### config.mk
export PLATFORM = sky130hd
export DESIGN_NAME = fifo_wr_arbiter_flat
export DESIGN_NICKNAME = d
export VERILOG_FILES = /design/src/rtl/fifo_wr_arbiter_if.sv /design/src/rtl/fifo_wr_arbiter.sv /design/src/flat_wrapper.sv
export SDC_FILE = /design/constraint.sdc
export NUM_CORES = 1
export LEC_CHECK = 0
export CORE_AREA = 4 4 63 93
export CTS_CLUSTER_SIZE = 14
export DETAILED_ROUTE_END_ITERATION = 7
export DIE_AREA = 0 0 67 97
export PLACE_DENSITY = 0.91
export SLEW_MARGIN = 5
export SYNTH_ARGS = -nofsm -noshare
export SYNTH_HDL_FRONTEND = slang
export SYNTH_SLANG_ARGS = --single-unit
### constraint.sdc
create_clock -name wr_clk -period 3.03 [get_ports wr_clk]
set_input_delay 0.606 -clock wr_clk [delete_from_list [all_inputs] [get_ports wr_clk]]
set_output_delay 0.606 -clock wr_clk [all_outputs]
set_load 0.01 [all_outputs]
### src/rtl/fifo_wr_arbiter_if.sv
// Requester and FIFO write-side signals shared by the write-port arbiter.
// slave is the arbiter's view; master is the requester/FIFO environment's view.
interface fifo_wr_arbiter_if #(
  parameter int data_width = 8,
  parameter int num_req    = 4,
  parameter int id_width   = 2
);
  logic [num_req-1:0]            req_valid;
  logic [num_req*data_width-1:0] req_data;
  logic [num_req-1:0]            req_ready;
  logic                          fifo_full;
  logic                          fifo_wr;
  logic [data_width-1:0]         fifo_wdata;
  logic [id_width-1:0]           fifo_src;

  modport master (
    output req_valid, req_data, fifo_full,
    input  req_ready, fifo_wr, fifo_wdata, fifo_src
  );

  modport slave (
    input  req_valid, req_data, fifo_full,
    output req_ready, fifo_wr, fifo_wdata, fifo_src
  );
endinterface

### src/rtl/fifo_wr_arbiter.sv
// Round-robin burst arbiter sharing one FIFO write port through a one-entry holding register.
// Define FIFO_WR_ARB_STATS_EN to add saturating per-requester accepted-word counters.
//
// state | meaning
// IDLE  | no burst owner; next winner comes from the round-robin scan
// BURST | owner keeps the port until max_burst words or it drops valid
module fifo_wr_arbiter #(
  parameter int data_width = 8,
  parameter int num_req    = 4,
  parameter int id_width   = 2,
  parameter int max_burst  = 4
) (
  input  logic                  wr_clk,
  input  logic                  rst,
  fifo_wr_arbiter_if.slave      bus,
  output logic                  busy,
  output logic [num_req*16-1:0] word_cnt
);

  typedef enum logic {IDLE, BURST} state_t;

  state_t                state;
  logic [id_width-1:0]   owner;
  logic [id_width-1:0]   last_grant;
  logic [3:0]            burst_cnt;
  logic [3:0]            burst_nxt;
  logic                  hold_valid;
  logic [data_width-1:0] hold_data;
  logic [id_width-1:0]   hold_src;

  logic                  load_en;
  logic                  win_valid;
  logic [id_width-1:0]   winner;
  logic [id_width-1:0]   base;
  logic [id_width-1:0]   idx;
  logic [data_width-1:0] win_data;
  logic [num_req-1:0]    ready_vec;

  // While in BURST the scan base is the owner, so a release rotates past it in the same cycle.
  always_comb begin
    load_en   = !hold_valid || !bus.fifo_full;
    win_valid = 1'b0;
    winner    = '0;
    idx       = '0;
    base      = (state == BURST) ? owner : last_grant;
    if (!rst && load_en) begin
      if (state == BURST && bus.req_valid[owner]) begin
        win_valid = 1'b1;
        winner    = owner;
      end else begin
        for (int k = 1; k <= num_req; k++) begin
          idx = id_width'((int'(base) + k) % num_req);
          if (!win_valid && bus.req_valid[idx]) begin
            win_valid = 1'b1;
            winner    = idx;
          end
        end
      end
    end
    ready_vec = '0;
    if (win_valid) ready_vec[winner] = 1'b1;
    win_data = bus.req_data[winner*data_width +: data_width];
  end

  assign burst_nxt      = burst_cnt + 4'd1;
  assign bus.req_ready  = ready_vec;
  assign bus.fifo_wr    = hold_valid && !bus.fifo_full;
  assign bus.fifo_wdata = hold_data;
  assign bus.fifo_src   = hold_src;
  assign busy           = hold_valid || (state == BURST);

  always_ff @(posedge wr_clk) begin
    if (rst) begin
      state      <= IDLE;
      owner      <= '0;
      last_grant <= id_width'(num_req - 1);
      burst_cnt  <= '0;
      hold_valid <= 1'b0;
      hold_data  <= '0;
      hold_src   <= '0;
    end else begin
      if (win_valid) begin
        hold_valid <= 1'b1;
        hold_data  <= win_data;
        hold_src   <= winner;
      end else if (bus.fifo_wr) begin
        hold_valid <= 1'b0;
      end

      case (state)
        IDLE: begin
          if (win_valid) begin
            if (max_burst > 1) begin
              state     <= BURST;
              owner     <= winner;
              burst_cnt <= 4'd1;
            end else begin
              last_grant <= winner;
            end
          end
        end
        BURST: begin
          if (load_en) begin
            if (bus.req_valid[owner]) begin
              if (burst_nxt < 4'(max_burst)) begin
                burst_cnt <= burst_nxt;
              end else begin
                state      <= IDLE;
                burst_cnt  <= '0;
                last_grant <= owner;
              end
            end else begin
              last_grant <= owner;
              if (win_valid) begin
                owner     <= winner;
                burst_cnt <= 4'd1;
              end else begin
                state     <= IDLE;
                burst_cnt <= '0;
              end
            end
          end
        end
        default: state <= IDLE;
      endcase
    end
  end

`ifdef FIFO_WR_ARB_STATS_EN
  for (genvar i = 0; i < num_req; i++) begin : g_cnt
    logic [15:0] cnt;
    always_ff @(posedge wr_clk) begin
      if (rst) begin
        cnt <= '0;
      end else if (win_valid && winner == id_width'(i) && cnt != 16'hFFFF) begin
        cnt <= cnt + 16'd1;
      end
    end
    assign word_cnt[i*16 +: 16] = cnt;
  end
`else
  assign word_cnt = '0;
`endif

endmodule

### src/flat_wrapper.sv
// flat-port wrapper written by rule: the top's interface ports become plain ports
module fifo_wr_arbiter_flat 
#(
  parameter int data_width = 8,
  parameter int num_req    = 4,
  parameter int id_width   = 2,
  parameter int max_burst  = 4
)
  (wr_clk, rst, busy, word_cnt, bus_req_valid, bus_req_data, bus_fifo_full, bus_req_ready, bus_fifo_wr, bus_fifo_wdata, bus_fifo_src);
  fifo_wr_arbiter_if #(.data_width(data_width), .num_req(num_req), .id_width(id_width)) bus_i ();
  input  logic wr_clk;
  input  logic rst;
  output logic busy;
  output logic [num_req*16-1:0] word_cnt;
  input wire logic [$bits(bus_i.req_valid)-1:0] bus_req_valid;
  input wire logic [$bits(bus_i.req_data)-1:0] bus_req_data;
  input wire logic [$bits(bus_i.fifo_full)-1:0] bus_fifo_full;
  output wire logic [$bits(bus_i.req_ready)-1:0] bus_req_ready;
  output wire logic [$bits(bus_i.fifo_wr)-1:0] bus_fifo_wr;
  output wire logic [$bits(bus_i.fifo_wdata)-1:0] bus_fifo_wdata;
  output wire logic [$bits(bus_i.fifo_src)-1:0] bus_fifo_src;
  assign bus_i.req_valid = bus_req_valid;
  assign bus_i.req_data = bus_req_data;
  assign bus_i.fifo_full = bus_fifo_full;
  assign bus_req_ready = bus_i.req_ready;
  assign bus_fifo_wr = bus_i.fifo_wr;
  assign bus_fifo_wdata = bus_i.fifo_wdata;
  assign bus_fifo_src = bus_i.fifo_src;
  fifo_wr_arbiter #(.data_width(data_width), .num_req(num_req), .id_width(id_width), .max_burst(max_burst)) u_core (.wr_clk(wr_clk), .rst(rst), .bus(bus_i), .busy(busy), .word_cnt(word_cnt));
endmodule
* Word-level counts from Yosys, hierarchy flattened
Index checks and enable logic that the tools add are counted.
** Cells by class
- $add $sub $neg :: 5
- Magnitude comparators :: 8
- Equal/unequal tests :: 4
- Shift-type cells :: 1
- Mux-type cells :: 53
- Bitwise logic cells :: 1
- Reductions and logical operators :: 19
** Operator list (number)
- $shiftx 32x6->8 :: 1
- $mux 2 :: 14
- $mux 1 :: 25
- $mux 4 :: 5
- $lt 2x3->1 const B :: 6
- $bmux 1 s2 :: 5
- $pmux 4 s2 :: 1
- $logic_and 1x1->1 :: 7
- $logic_not 1->1 :: 6
- $add 2x1->2 const B :: 2
- $add 2x2->2 const B :: 2
- $add 4x1->4 const B :: 1
- $lt 4x3->1 const B :: 1
- $ne 2x2->1 const B :: 2
- $pmux 2 s2 :: 1
- $reduce_and 2->1 :: 2
- $ne 3x3->1 const B :: 1
- $reduce_and 3->1 :: 1
- $demux 1 s2 :: 1
- $ge 2x1->1 const B :: 1
- $logic_or 1x1->1 :: 2
- $ne 2x1->1 const B :: 1
- $pmux 1 s2 :: 1
- $reduce_bool 2->1 :: 1
- $not 1->1 :: 1
** Word-level totals
- Register bits :: 20
- Input bits :: 39
- Output and inout port bits :: 80
- Logic and storage cells :: 98

* Longest topological paths before layout
- Depth in word-level cells :: 27
- Mapped depth :: 8
- Mapped depth without buffers :: 7

* Least setup slack after synthesis
Ideal clock, no wire load.
- Kind :: input-to-output
- Start :: in bus_req_valid[3]
- End :: out bus_req_ready[2]
- Data arrival time :: 2.230 ns
- Required time :: 2.424 ns
- Path slack :: 0.194 ns
- Stages on the path :: 6
- Buffers on the path :: 1
- Cells stage by stage :: mux4_2 > nand2_2 > or4b_1 > nand3_2 > buf_2 > nor2b_1
** On the way
- Word-level cells in the longest chain between the ends :: 25
- Elaborated cells between the ends (all ways) :: 41
- Those cells by class :: order compare (2); mux (31); reduce/logical (8)
** RTL lines
- start, declared :: RTL line flat_wrapper.sv:15 : input wire logic [$bits(bus_i.req_valid)-1:0] bus_req_valid;
- $bmux 1 s2 :: RTL line fifo_wr_arbiter.sv:53 : if (!win_valid && bus.req_valid[idx]) begin
- $mux 1 (not written as such) :: RTL line fifo_wr_arbiter.sv:53
- $mux 1 :: RTL line fifo_wr_arbiter.sv:53
- $mux 1 :: RTL line fifo_wr_arbiter.sv:47 : if (state == BURST && bus.req_valid[owner]) begin
- $mux 1 :: RTL line fifo_wr_arbiter.sv:46 : if (!rst && load_en) begin
- $logic_not 1->1 :: RTL line fifo_wr_arbiter.sv:53
- $logic_and 1x1->1 :: RTL line fifo_wr_arbiter.sv:53
- $mux 1 :: RTL line fifo_wr_arbiter.sv:53
- [9 not listed]
- $mux 2 :: RTL line fifo_wr_arbiter.sv:53
- $mux 2 :: RTL line fifo_wr_arbiter.sv:47
- $mux 2 :: RTL line fifo_wr_arbiter.sv:46
- $lt 2x3->1 (not written as such) or $ge 2x1->1 (tied branches) :: RTL line fifo_wr_arbiter.sv:61 : if (win_valid) ready_vec[winner] = 1'b1;
- $logic_and 1x1->1 (not written as such) :: RTL line fifo_wr_arbiter.sv:61
- $mux 1 (not written as such) :: RTL line fifo_wr_arbiter.sv:61
- $demux 1 s2
- $mux 4 * :: RTL line fifo_wr_arbiter.sv:61
- end, declared :: RTL line flat_wrapper.sv:18 : output wire logic [$bits(bus_i.req_ready)-1:0] bus_req_ready;
Mark *: on every way between the ends. The rest lies on a longest branch, timed or not. The select of a mux whose other input is x is not followed.

* Final worst setup path
- Start :: in bus_req_valid[1]
- End :: out bus_req_ready[3]
Same word-level chain as after synthesis.

==> metrics.cfg <==
[worst_setup_path]
required_ns=2.42
crit_path_max_fanout=7
criticalPathCategory=in2out
cp.arrival_ns=2.35
start_kind=input port
setup.worst_path.end_class=output pin

[cts]
cts_buffers=3
path_clk_slew_ns=0.08
cts_tree=yes
h-tree-depth=1
root_buffer=clkbuf_8
clock_sinks=20
cts_hold_buf=0
cts_buffer_depth=2
clkLatencyLatePin_ns=0.26

[timing]
rsz0062_at_grt=no
fin_crit_sh_pct=97.6
slew_headroom_pct=55.1
fmax_mhz=338
fin_hold_ws_ns=0.456
setup_violations=0
skew_ns=0.00305
finalHoldViolCount=0
period_minus_slack_ns=2.96
drv_slew=0
tightestPinTransition_ns=0.666

[global_routing]
grt_usage_pct=14.0
grt_pass1_wl_microns=7390
grt_antenna_before_repair=0
grt_start_max_net_pins=20
grt_pass1_vias=1611
overflow=0

[power_and_ir_drop]
p_comb_share_pct=38.4
leakage_nw=1.12
pwr-share-seq_pct=32.9
power_frac_clock_pct=28.7
power_mw=0.941
p_int_mw=0.650
p_sw_mw=0.291
ir_worst_vdd_mv=0.228
power_density_mw_per_mm2=398
swShare_pct=30.9

[detailed_routing]
routed-wl-met3_microns=545
met2WireLength_microns=2350
vias_per_cell=4.66
dr_total_vias=1658
wl_met1_microns=1770
postRouteWirelength_microns=4740
ant_nets=0
dr.pass1.iters=4
dr.max_layer_used=met4
drc=0
wl_per_cell_microns=13.3
dr.first_iter.drc_count=101

[cells_and_area]
nets=329
synthToLayoutAreaGrowth_pct=34.4
post-route-util_pct=46.5
drive_gt1_share_pct=17.4
diodes=0

[outcome]
status=finished clean

[synth]
ys_seq_area_share_pct=22.7
syn_inst=211
synthFlopType=dfxtp_1
synth_area_sq_mm=0.00176
ys_ff_latch=20
async_flop_share_pct=0
synth.distinct_cells=43
synth_edf_count=0
avgSynthCellArea_sq_um=8.34
yosysWarnings=0

[placement]
port_buffers=54
dp_hpwl_microns=3760
gp_congestion=0.927

[floorplan]
initial_core_util_pct=34.6
num_rows=32
core_area_sq_mm=0.00508
dieArea_sq_mm=0.00650
ios=119
die_y_microns=97
die_w_microns=67

[hold_path]
holdCritPathClass=reg2reg

[job]
maxCapViolations=0

layout by cell type (no fill, tap or decap), drive strengths merged, types with 4 or more instances in the layout:
| cell type | count |
|---|---|
| clkdlybuf4s50 | 46 |
| nand3 | 4 |
| o21ai | 4 |
| a221oi | 4 |
| mux2i | 11 |
| dlygate4sd2 | 4 |
| nor2b | 4 |
| o221ai | 4 |
| dfxtp | 20 |
| and3 | 5 |
| nand2 | 13 |
| o21bai | 4 |
| nor2 | 12 |
| mux2 | 6 |
| a211oi | 5 |
| buf | 31 |
| conb | 64 |
| a21oi | 10 |
| nand3b | 4 |
logic make-up after synthesis:
kind of cell    count (synthesis)  synth area share [%]
compound gates                 41                  16.6
mux                            18                  11.4
flops                          20                  22.7
fa+ha+maj                       1                 0.711
other cells                     1                 0.213
simple gates                   56                  17.5
buf+inv                        74                  30.8
per-stage QoR:
step | worst slack (ns) | cell area [sq um] | setup TNS [ns] | cells
2_1_floorplan | 0.194 | 2000 | 0 | 274
3_3_place_gp | -0.516 | 2280 | -1.90 | 350
3_5_place_dp | -0.543 | 2280 | -1.99 | 350
4_1_cts | 0.118 | 2370 | 0 | 356
5_1_grt | 0.0226 | 2370 | 0 | 356
6_report | 0.0742 | 2370 | 0 | 356
timing repair:
action,in CTS,in global routing
endpoints found under the hold margin,0,0
gates resized for setup,25,0
setup endpoints to repair,4,0
buffers inserted,2,0
sequential cells by signal, summed over array words and instances, names as in the netlist:
signal,flops
u_core.burst_cnt,4
u_core.bus.fifo_wdata,8
u_core.state,1
u_core.bus.fifo_src,2
u_core.hold_valid,1
u_core.owner,2
u_core.last_grant,2
per-layer routing:
| layer | global-route usage (%) | vias to the layer above |
|---|---|---|
| met3 | 3.02 | 10 |
| li1 | - | 773 |
| met5 | 0 | - |
| met4 | 4.22 | 0 |
| met1 | 17.1 | 762 |
| met2 | 23.8 | 113 |
final cells by class:
| class | instances | area (sq um) |
|---|---|---|
| Clock buffer | 3 | 41.3 |
| Clock inverter | 1 | 30.0 |
| Fill cell | 492 | 2720 |
| Inverter | 3 | 11.3 |
| Multi-Input combinational cell | 180 | 1070 |
| Sequential cell | 20 | 400 |
| Tap cell | 68 | 85.1 |
| Timing Repair Buffer | 81 | 728 |
critical path, stage by stage:
cell,delay [ns]
dlygate4sd2_1,0.27
mux4_2,0.49
buf_4,0.18
and4_1,0.20
a31oi_1,0.21
buf_4,0.20
nor2_1,0.05
buf_2,0.13
path summary, 6_finish.rpt:
| kind | startpoint | to | slack [ns] | depth (start not counted) |
|---|---|---|---|---|
| worst max-delay path | bus_req_valid[1] | bus_req_ready[3] | 0.07 | 8 |
| worst min-delay path | u_core.bus.fifo_src[1]$_SDFFE_PP0P_ | u_core.bus.fifo_src[1]$_SDFFE_PP0P_ | 0.46 | 2 |
| worst max register to register | u_core.state$_SDFF_PP0_ | u_core.bus.fifo_wdata[1]$_SDFFE_PP0P_ | 0.52 | 8 |
| worst min register to register | u_core.bus.fifo_src[1]$_SDFFE_PP0P_ | u_core.bus.fifo_src[1]$_SDFFE_PP0P_ | 0.46 | 2 |
cell usage after synthesis (all sizes together), types with 3 or more instances:
cell type | count | area, sq um
nand3 | 4 | 25.0
or2 | 3 | 18.8
buf | 67 | 517
dfxtp | 20 | 400
a221oi | 4 | 35.0
nor2 | 12 | 45.0
nand2 | 13 | 51.3
inv | 3 | 11.3
o21bai | 4 | 30.0
o221ai | 4 | 35.0
clkbuf | 4 | 15.0
a211oi | 5 | 37.5
nand3b | 4 | 30.0
nor2b | 4 | 25.0
mux2i | 11 | 110
mux2 | 6 | 67.6
o21ai | 4 | 20.0
and3 | 5 | 31.3
a21oi | 10 | 50.1
power groups by stage:
| stage | Combinational [mW] | Clock [mW] | Sequential [mW] |
|---|---|---|---|
| 6_report | 0.361 | 0.270 | 0.309 |
| 5_1_grt | 0.391 | 0.282 | 0.313 |
| 4_1_cts | 0.356 | 0.271 | 0.309 |
| 3_5_place_dp | 0.347 | 0 | 0.315 |
| 3_3_place_gp | 0.340 | 0 | 0.314 |
| 2_1_floorplan | 0.237 | 0 | 0.320 |
(Power assumes the default switching activity.)
